==> config.mk <==
export PLATFORM = sky130hd
export DESIGN_NAME = mmcm_drp_readback
export DESIGN_NICKNAME = d
export VERILOG_FILES = /design/src/rtl/mmcm_drp_readback.sv
export SDC_FILE = /design/constraint.sdc
export NUM_CORES = 1
export LEC_CHECK = 0
export CAP_MARGIN = 20
export CORE_ASPECT_RATIO = 0.8
export CORE_MARGIN = 8
export CORE_UTILIZATION = 41
export CTS_CLUSTER_SIZE = 8
export DETAILED_ROUTE_END_ITERATION = 10
export GPL_TIMING_DRIVEN = 0
export PLACE_DENSITY_LB_ADDON = 0.12
export SYNTH_ARGS = -nofsm -noshare
export SYNTH_HDL_FRONTEND = slang
export SYNTH_SLANG_ARGS = --single-unit
==> constraint.sdc <==
create_clock -name clk -period 6.5 [get_ports clk]
set_input_delay 0.975 -clock clk [delete_from_list [all_inputs] [get_ports clk]]
set_output_delay 0.975 -clock clk [all_outputs]
set_load 0.01 [all_outputs]
==> src/rtl/mmcm_drp_readback.sv <==
`default_nettype none
// ============================================================================
// Module   : mmcm_drp_readback
// Purpose  : DRP read-side controller for a 7-series MMCME2/PLLE2. It fetches
//            the counter registers of one selected clock output and decodes
//            them into divide, phase-mux, delay, edge and no-count fields so
//            the programmed clock configuration can be confirmed on chip.
// Revision : 1.0 - initial release
// ----------------------------------------------------------------------------
// Parameters
//   TIMEOUT    cycles to wait for drp_rdy after each drp_en before aborting
// Ports
//   clk        DRP clock, all logic on the rising edge
//   rst_n      asynchronous active-low reset
//   start      request pulse, sampled only while idle
//   sel        target: 0-6 CLKOUT0-6, 7 CLKFBOUT, 8 DIVCLK, 9-15 invalid
//   busy       high from the accepted start until valid or error
//   valid      one-cycle pulse when the decoded fields are updated
//   error      one-cycle pulse on timeout or invalid sel
//   divide     effective divide, 1-128
//   phase_mux  Reg1[15:13] (0 for DIVCLK)
//   delay      Reg2[5:0] (0 for DIVCLK)
//   edge_bit   counter edge bit
//   no_count   counter no-count bit
//   drp_addr   DRP address
//   drp_en     DRP enable, one-cycle strobe per read
//   drp_we     DRP write enable, held low
//   drp_di     DRP write data, held at zero
//   drp_do     DRP read data
//   drp_rdy    DRP ready
// ============================================================================
module mmcm_drp_readback #(
  parameter int TIMEOUT = 255
) (
  input  logic        clk,
  input  logic        rst_n,
  input  logic        start,
  input  logic [3:0]  sel,
  output logic        busy,
  output logic        valid,
  output logic        error,
  output logic [7:0]  divide,
  output logic [2:0]  phase_mux,
  output logic [5:0]  delay,
  output logic        edge_bit,
  output logic        no_count,
  output logic [6:0]  drp_addr,
  output logic        drp_en,
  output logic        drp_we,
  output logic [15:0] drp_di,
  input  logic [15:0] drp_do,
  input  logic        drp_rdy
);

  localparam int         CNT_W      = (TIMEOUT < 2) ? 1 : $clog2(TIMEOUT + 1);
  localparam logic [3:0] SEL_DIVCLK = 4'd8;

  typedef enum logic [2:0] {
    S_IDLE   = 3'd0,
    S_RD1    = 3'd1,
    S_WAIT1  = 3'd2,
    S_RD2    = 3'd3,
    S_WAIT2  = 3'd4,
    S_DECODE = 3'd5
  } state_t;

  state_t           state;
  state_t           state_nx;

  logic [3:0]       sel_q;
  logic [15:0]      r1;
  logic [7:0]       r2;
  logic [CNT_W-1:0] wait_cnt;

  logic             sel_ok;
  logic             is_divclk;
  logic             in_wait;
  logic             timeout_hit;
  logic             timeout_err;
  logic             publish;
  logic [6:0]       reg1_a;
  logic [6:0]       reg2_a;

  logic [15:0]      d1;
  logic [7:0]       dec_divide;
  logic [2:0]       dec_phase_mux;
  logic [5:0]       dec_delay;
  logic             dec_edge;
  logic             dec_no_count;

  // Reg1 address of each counter; Reg2 always sits at the next address.
  function automatic logic [6:0] reg1_addr(input logic [3:0] s);
    case (s)
      4'd0:    reg1_addr = 7'h08;
      4'd1:    reg1_addr = 7'h0A;
      4'd2:    reg1_addr = 7'h0C;
      4'd3:    reg1_addr = 7'h0E;
      4'd4:    reg1_addr = 7'h10;
      4'd5:    reg1_addr = 7'h06;
      4'd6:    reg1_addr = 7'h12;
      4'd7:    reg1_addr = 7'h14;
      4'd8:    reg1_addr = 7'h16;
      default: reg1_addr = 7'h00;
    endcase
  endfunction

  // A high/low time field of zero encodes 64 cycles.
  function automatic logic [7:0] span(input logic [5:0] f);
    span = (f == 6'd0) ? 8'd64 : {2'b00, f};
  endfunction

  assign sel_ok      = (sel <= SEL_DIVCLK);
  assign is_divclk   = (sel_q == SEL_DIVCLK);
  assign reg1_a      = reg1_addr(sel_q);
  assign reg2_a      = reg1_a + 7'd1;
  assign in_wait     = (state == S_WAIT1) || (state == S_WAIT2);
  assign timeout_hit = (wait_cnt == CNT_W'(TIMEOUT - 1));
  assign timeout_err = in_wait && !drp_rdy && timeout_hit;

  // DIVCLK has no second register, so its fields are published straight off
  // the read data on the capture edge; two-register counters publish from
  // the captured r1/r2 while in DECODE.
  assign publish = ((state == S_WAIT1) && drp_rdy && is_divclk) ||
                   ((state == S_DECODE) && !is_divclk);

  assign d1 = (state == S_WAIT1) ? drp_do : r1;

  always_comb begin
    dec_no_count  = is_divclk ? d1[12] : r2[6];
    dec_edge      = is_divclk ? d1[13] : r2[7];
    dec_phase_mux = is_divclk ? 3'd0   : d1[15:13];
    dec_delay     = is_divclk ? 6'd0   : r2[5:0];
    dec_divide    = dec_no_count ? 8'd1 : (span(d1[11:6]) + span(d1[5:0]));
  end

  // --------------------------------------------------------------------------
  // State register
  // --------------------------------------------------------------------------
  always_ff @(posedge clk or negedge rst_n) begin
    if (!rst_n) begin
      state <= S_IDLE;
    end else begin
      state <= state_nx;
    end
  end

  // --------------------------------------------------------------------------
  // Next state and DRP strobes. The address is held for the whole WAIT so it
  // stays stable from drp_en until the matching drp_rdy.
  // --------------------------------------------------------------------------
  always_comb begin
    state_nx = state;
    drp_en   = 1'b0;
    drp_addr = 7'h00;
    case (state)
      S_IDLE: begin
        if (start && sel_ok) begin
          state_nx = S_RD1;
        end
      end
      S_RD1: begin
        drp_en   = 1'b1;
        drp_addr = reg1_a;
        state_nx = S_WAIT1;
      end
      S_WAIT1: begin
        drp_addr = reg1_a;
        if (drp_rdy) begin
          state_nx = is_divclk ? S_DECODE : S_RD2;
        end else if (timeout_hit) begin
          state_nx = S_IDLE;
        end
      end
      S_RD2: begin
        drp_en   = 1'b1;
        drp_addr = reg2_a;
        state_nx = S_WAIT2;
      end
      S_WAIT2: begin
        drp_addr = reg2_a;
        if (drp_rdy) begin
          state_nx = S_DECODE;
        end else if (timeout_hit) begin
          state_nx = S_IDLE;
        end
      end
      S_DECODE: begin
        state_nx = S_IDLE;
      end
      default: begin
        state_nx = S_IDLE;
      end
    endcase
  end

  assign drp_we = 1'b0;
  assign drp_di = 16'h0000;

  // --------------------------------------------------------------------------
  // Datapath: target latch, wait counter, read capture and field registers.
  // --------------------------------------------------------------------------
  always_ff @(posedge clk or negedge rst_n) begin
    if (!rst_n) begin
      sel_q     <= 4'd0;
      r1        <= 16'h0000;
      r2        <= 8'h00;
      wait_cnt  <= '0;
      busy      <= 1'b0;
      valid     <= 1'b0;
      error     <= 1'b0;
      divide    <= 8'd0;
      phase_mux <= 3'd0;
      delay     <= 6'd0;
      edge_bit  <= 1'b0;
      no_count  <= 1'b0;
    end else begin
      valid <= 1'b0;
      error <= 1'b0;

      if ((state == S_IDLE) && start) begin
        if (sel_ok) begin
          sel_q <= sel;
          busy  <= 1'b1;
        end else begin
          error <= 1'b1;
        end
      end

      // The RD state always precedes a WAIT, so clearing here means the
      // counter starts from zero on every WAIT entry.
      if ((state == S_RD1) || (state == S_RD2)) begin
        wait_cnt <= '0;
      end else if (in_wait) begin
        wait_cnt <= wait_cnt + CNT_W'(1);
      end

      if ((state == S_WAIT1) && drp_rdy) begin
        r1 <= drp_do;
      end
      if ((state == S_WAIT2) && drp_rdy) begin
        r2 <= drp_do[7:0];
      end

      if (publish) begin
        valid     <= 1'b1;
        busy      <= 1'b0;
        divide    <= dec_divide;
        phase_mux <= dec_phase_mux;
        delay     <= dec_delay;
        edge_bit  <= dec_edge;
        no_count  <= dec_no_count;
      end

      // Fields are deliberately left untouched on an abort.
      if (timeout_err) begin
        error <= 1'b1;
        busy  <= 1'b0;
      end
    end
  end

endmodule
`default_nettype wire

* Yosys cells after proc, flatten, opt, wreduce, memory -nomap -nowiden
Memories as Yosys holds them, arrays and structs flattened.
Index checks and enable logic that the tools add are counted.
** Storage, ports and cells
- Register bits after elaboration :: 61
- Memory bits (read-only) :: 64
- Memories :: 1
** Memories
- (name not given) :: depth 16, bits a word 4, read ports 1, clocked after Yosys merged registers in 0, write ports 0, RTL line 93 : case (s)
** Cells by class
- $add $sub $neg :: 3
- Order comparisons :: 1
- Eq/ne operators :: 8
- Multiplexer cells :: 26
- Reduce and logical (&&, ||, !) cells :: 24
** Operator list (number)
- $mux 8 :: 3
- $mux 3 :: 6
- $mux 16 :: 1
- $pmux 3 s5 :: 1
- $mux 7 :: 2
- $pmux 7 s2 :: 1
- $logic_not 6->1 :: 2
- $mux 1 :: 11
- $add 7x7->8 :: 1
- $add 8x1->8 const B :: 1
- $eq 8x8->1 const B :: 1
- $logic_and 1x1->1 :: 8
- $add 7x1->7 const B :: 1
- $eq 3x2->1 const B :: 2
- $eq 3x3->1 const B :: 2
- $mux 6 :: 1
- $reduce_bool 3->1 :: 2
- $reduce_or 2->1 :: 3
- $eq 4x4->1 const B :: 1
- $le 4x4->1 const B :: 1
- $reduce_and 2->1 :: 2
- $eq 3x1->1 const B :: 1
- $logic_not 3->1 :: 1
- $logic_or 1x1->1 :: 3
- other kinds (3) :: 4

* Logic depth before layout (Yosys ltp)
- Depth in word-level cells :: 6
- Mapped depth :: 10
- Gate-level depth less buffers :: 9

* Worst setup path after synthesis
No wires, ideal clock.
- Kind :: reg2reg
- Start :: register state[0]
- End :: register divide[6]
- Setup time :: 0.126 ns
- Arrival :: 2.569 ns
- Required time :: 6.374 ns
- Setup slack :: 3.805 ns
- Stages on the path, launching flop included :: 10
- Buffers on the path :: 2
- Period minus slack after synthesis :: 2.695 ns
- Cells stage by stage :: dfrtp_1 > buf_6 > nor3b_4 > buf_4 > mux2_2 > ha_1 > nor2b_1 > o31a_1 > o2111a_1 > a221o_1
** Between the ends
- Cells in the longest elaborated chain, start to end :: 6
- Elaborated cells between the ends (all ways) :: 14
- Classes of those cells :: add/sub (1); eq/ne (2); mux (5); reduce/logical (6)
** RTL lines
- from (decl) :: RTL line 67 : state_t state;
- from (signal assigned) :: RTL line 143 : state <= state_nx;
- $eq 3x2->1 :: RTL line 123, 126
- $mux 16 :: RTL line 126 : assign d1 = (state == S_WAIT1) ? drp_do : r1;
- $logic_not 6->1 :: RTL line 109 : span = (f == 6'd0) ? 8'd64 : {2'b00, f};
- $mux 7 :: RTL line 109
- $add 7x7->8 :: RTL line 133 : dec_divide = dec_no_count ? 8'd1 : (span(d1[11:6]) + span(d1[5:0]));
- $mux 8 :: RTL line 133
- to (signal assigned) :: RTL line 247 : divide <= dec_divide;
- to (decl) :: RTL line 42 : output logic [7:0] divide,
Parallel ways exist; a longest one is shown, timed or not.
A chain may end at the register's enable or synchronous reset.

* Worst setup path after layout
- Start :: register state[1]
- End :: output drp_addr[3]
** Between the ends
- Cells in the longest elaborated chain, start to end :: 3
- Elaborated cells between the ends (all ways) :: 7
- Classes of those cells :: eq/ne (4); mux (1); reduce/logical (2)
** RTL lines
- $eq 3x2->1 (tied with other cells) :: RTL line 155 : case (state)
- $reduce_or 2->1 (no source line)
- $pmux 7 s2 * :: RTL line 155
- to (decl) :: RTL line 47 : output logic [6:0] drp_addr,
Every way passes the cells marked *; elsewhere a longest branch is shown, timed or not.

==> impl_metrics.toml <==
[clock_tree]
cts_tree = "built"
clock_path_buffers = 2
ctsHoldBuffers = 0
cts_buffers = 9
clk_latency_ps = 350
post-cts-setup-buffer-count = 0
root_buffer = "clkbuf_8"
cts.sinks = 60
post_cts_resized = 0
htree_levels = 3
path_clk_slew_ps = 70

[timing]
fin_skew_ps = 13.0
setup_viol = 0
tightest_slew_ps = 770
final-hold-violation-count = 0
fin_crit_sh = 0.506
rsz0062_at_grt = "no"
slew_viol_final = 0
finalCriticalPeriod_ps = 3290
slew_headroom = 0.487
fin_setup_tns_ps = 0
fmax_ghz = 0.304

[routing]
drc = 0
ant_nets = 0
wl_mm = 7.61
drt-wirelength-per-cell_um = 15.6
first_pass_iters = 4
via_per_inst = 4.90
first_iter_violations = 89
vias = 2397

[global_route]
grt_use_total = 0.140
overflow = 0
grt_pass1_vias = 2492
antenna_found_initial = 0
grt_max_degree = 61
grt_pass1_wl_mm = 12.9

[power]
p_switching_uw = 730
clkPwrFrac = 0.154
switching_share = 0.369
seq_power_share = 0.314
p_int_uw = 1250
pwr_density_cell_mw_per_mm2 = 466
combPwrFrac = 0.532
ir_drop_mv = 0.201
leakage_uw = 0.00191

[min_path]
hold_depth = 2
holdPathEnd = "phase_mux[1]"
holdCritPathClass = "reg -> reg"
min_from = "phase_mux[1]"

[synth]
synth_most_common_cell = "dfrtp_1"
syn_area_mm2 = 0.00337
synth-seq-cells = 60
synth_edf_count = 0
synthArstFlopShare = 1.00
synth_top_area_share = 0.446
yosysSeqAreaShare = 0.446
yosysTopAreaCell = "dfrtp_1"
ys.flop_type = "dfrtp_1"
yosysWarnings = 0
synth_cells = 298
synth_common_cells = "dfrtp_1 (60), mux2_2 (37), nor2_1 (23)"
synth.avg_cell_area_um2 = 11.3
synthTopCellsByArea = "dfrtp_1 (45%), mux2_2 (12%), buf_4 (4.5%)"
synth.distinct_cells = 58

[setup_path]
start_kind = "flip-flop"
critical_path_class = "reg -> out"
reg2reg_depth = 9
reg2reg_slack_ps = 3580
cp.required_ps = 5520
end_kind = "output port"
path_cells = "buf_2, o21a_1, or2_2, nor3_1, clkdlybuf4s50_1"
rr_startpoint = "state[0]"
r2r-end = "divide[6]"
path_max_fanout = 10
max_stage_delay_ps = 570
worst_path_max_delay_cell = "clkdlybuf4s50_1"
crit_arrival_ps = 2310

[run_status]
status = "completed"

[floorplanning]
die_w_um = 117
rows = 29
fp.coreArea_mm2 = 0.00795
pin_count = 71
dieArea_mm2 = 0.0114
initial_core_util = 0.424
die_h_um = 97.0

[final_layout]
final_core_util = 0.535
antenna_cells = 0
layout-drive-gt1-share = 0.255
areaGrowthSynthToFinish_pct = 26.3
layout.nets = 414

[place]
io_buffers = 51
hpwlAfterDp_mm = 5.65
gp_congestion = 0.777

[flow_run]
cap_violations = 0
[critical path, delay by kind of cell, from the launching register on]
family	cells	cell delay, ps
compound gates	1	260
buf+inv	2	760
flops	1	410
simple gates	2	530
[sequential cells by signal, indices dropped and copies added, names as in the netlist]
signal and cells:
wait_cnt 8, busy 1, phase_mux 3, edge_bit 1, error 1, r1 15, sel_q 4, valid 1
state 3, no_count 1, divide 8, r2 8, delay 6
[cells by family (layout without fill, tap and decap cells)]
group | count (synthesis) | after routing | synth area share
xor gates and xnor gates | 9 | 9 | 0.0234
muxes | 48 | 48 | 0.158
adders and majority gates | 12 | 12 | 0.0468
other | 1 | 19 | 0.00111
AOI/OAI and AO/OA | 47 | 47 | 0.107
buffers and inverters | 46 | 111 | 0.0892
and+or+nand+nor | 75 | 75 | 0.129
DFF | 60 | 60 | 0.446
[layer usage]
metal | routed length (µm) | share of wire | global-route usage
met5 | 0 | 0 | 0
met1 | 3830 | 0.50 | 0.194
met2 | 3180 | 0.42 | 0.193
met4 | 100 | 0.013 | 0.0537
met3 | 490 | 0.064 | 0.0499
[per-stage QoR]
stage               setup slack (ps)  hold slack (ps)  std cells  area [µm²]  total power, µW
finish                          3210              475        489        4250             1980
global route                    3030              505        489        4250             2150
CTS                             3190              485        489        4250             2000
detailed placement              3260              469        475        4080             1690
global placement                2380              463        475        4080             1670
floorplan                       3800              469        316        3430             1340
[area by class of cell]
cell class / count / area, µm²
timing repair buffer: 51 / 508
clock inverter: 2 / 10.0
multi-input combinational: 210 / 1630
tap: 108 / 135
sequential: 60 / 1500
buffer: 34 / 255
inverter: 12 / 45.0
clock buffer: 12 / 165
fill: 732 / 3690
[power groups by stage]
stage	clock (µW)	combinational [µW]	sequential, µW
final	305	1050	622
after global placement	0	1050	626
after detailed placement	0	1060	629
after floorplan	0	700	637
after global routing	333	1170	646
after CTS	315	1070	623
[placed cells by master (no fill, tap or decap), types with 3 or more instances in the layout]
master            n
a211oi_1          3
a21oi_1           7
a22o_1            9
buf_2             6
buf_4            21
buf_6             6
clkbuf_8         12
clkdlybuf4s50_1  50
conb_1           19
dfrtp_1          60
ha_1             11
inv_1            11
mux2_2           37
mux2i_1           9
nand2_1          13
nor2_1           23
nor2b_1           3
nor3_1            5
nor3b_1           3
nor4_1            4
o21a_1            3
o21ai_0           5
o21ai_1           4
or2_2             4
xnor2_1           8
[worst max-delay path by stage]
| stage | slack, ps | start | end |
|---|---|---|---|
| after floorplan | 3800 | state[0] | divide[6] |
| after global placement | 2380 | rst_n | r1[9] |
| after detailed placement | 3260 | drp_do[6] | divide[6] |
| after CTS | 3190 | state[0] | drp_addr[3] |
| after global routing | 3030 | state[1] | drp_addr[3] |
| final | 3210 | state[1] | drp_addr[3] |
No activity file was read; power rests on OpenSTA's default activity.
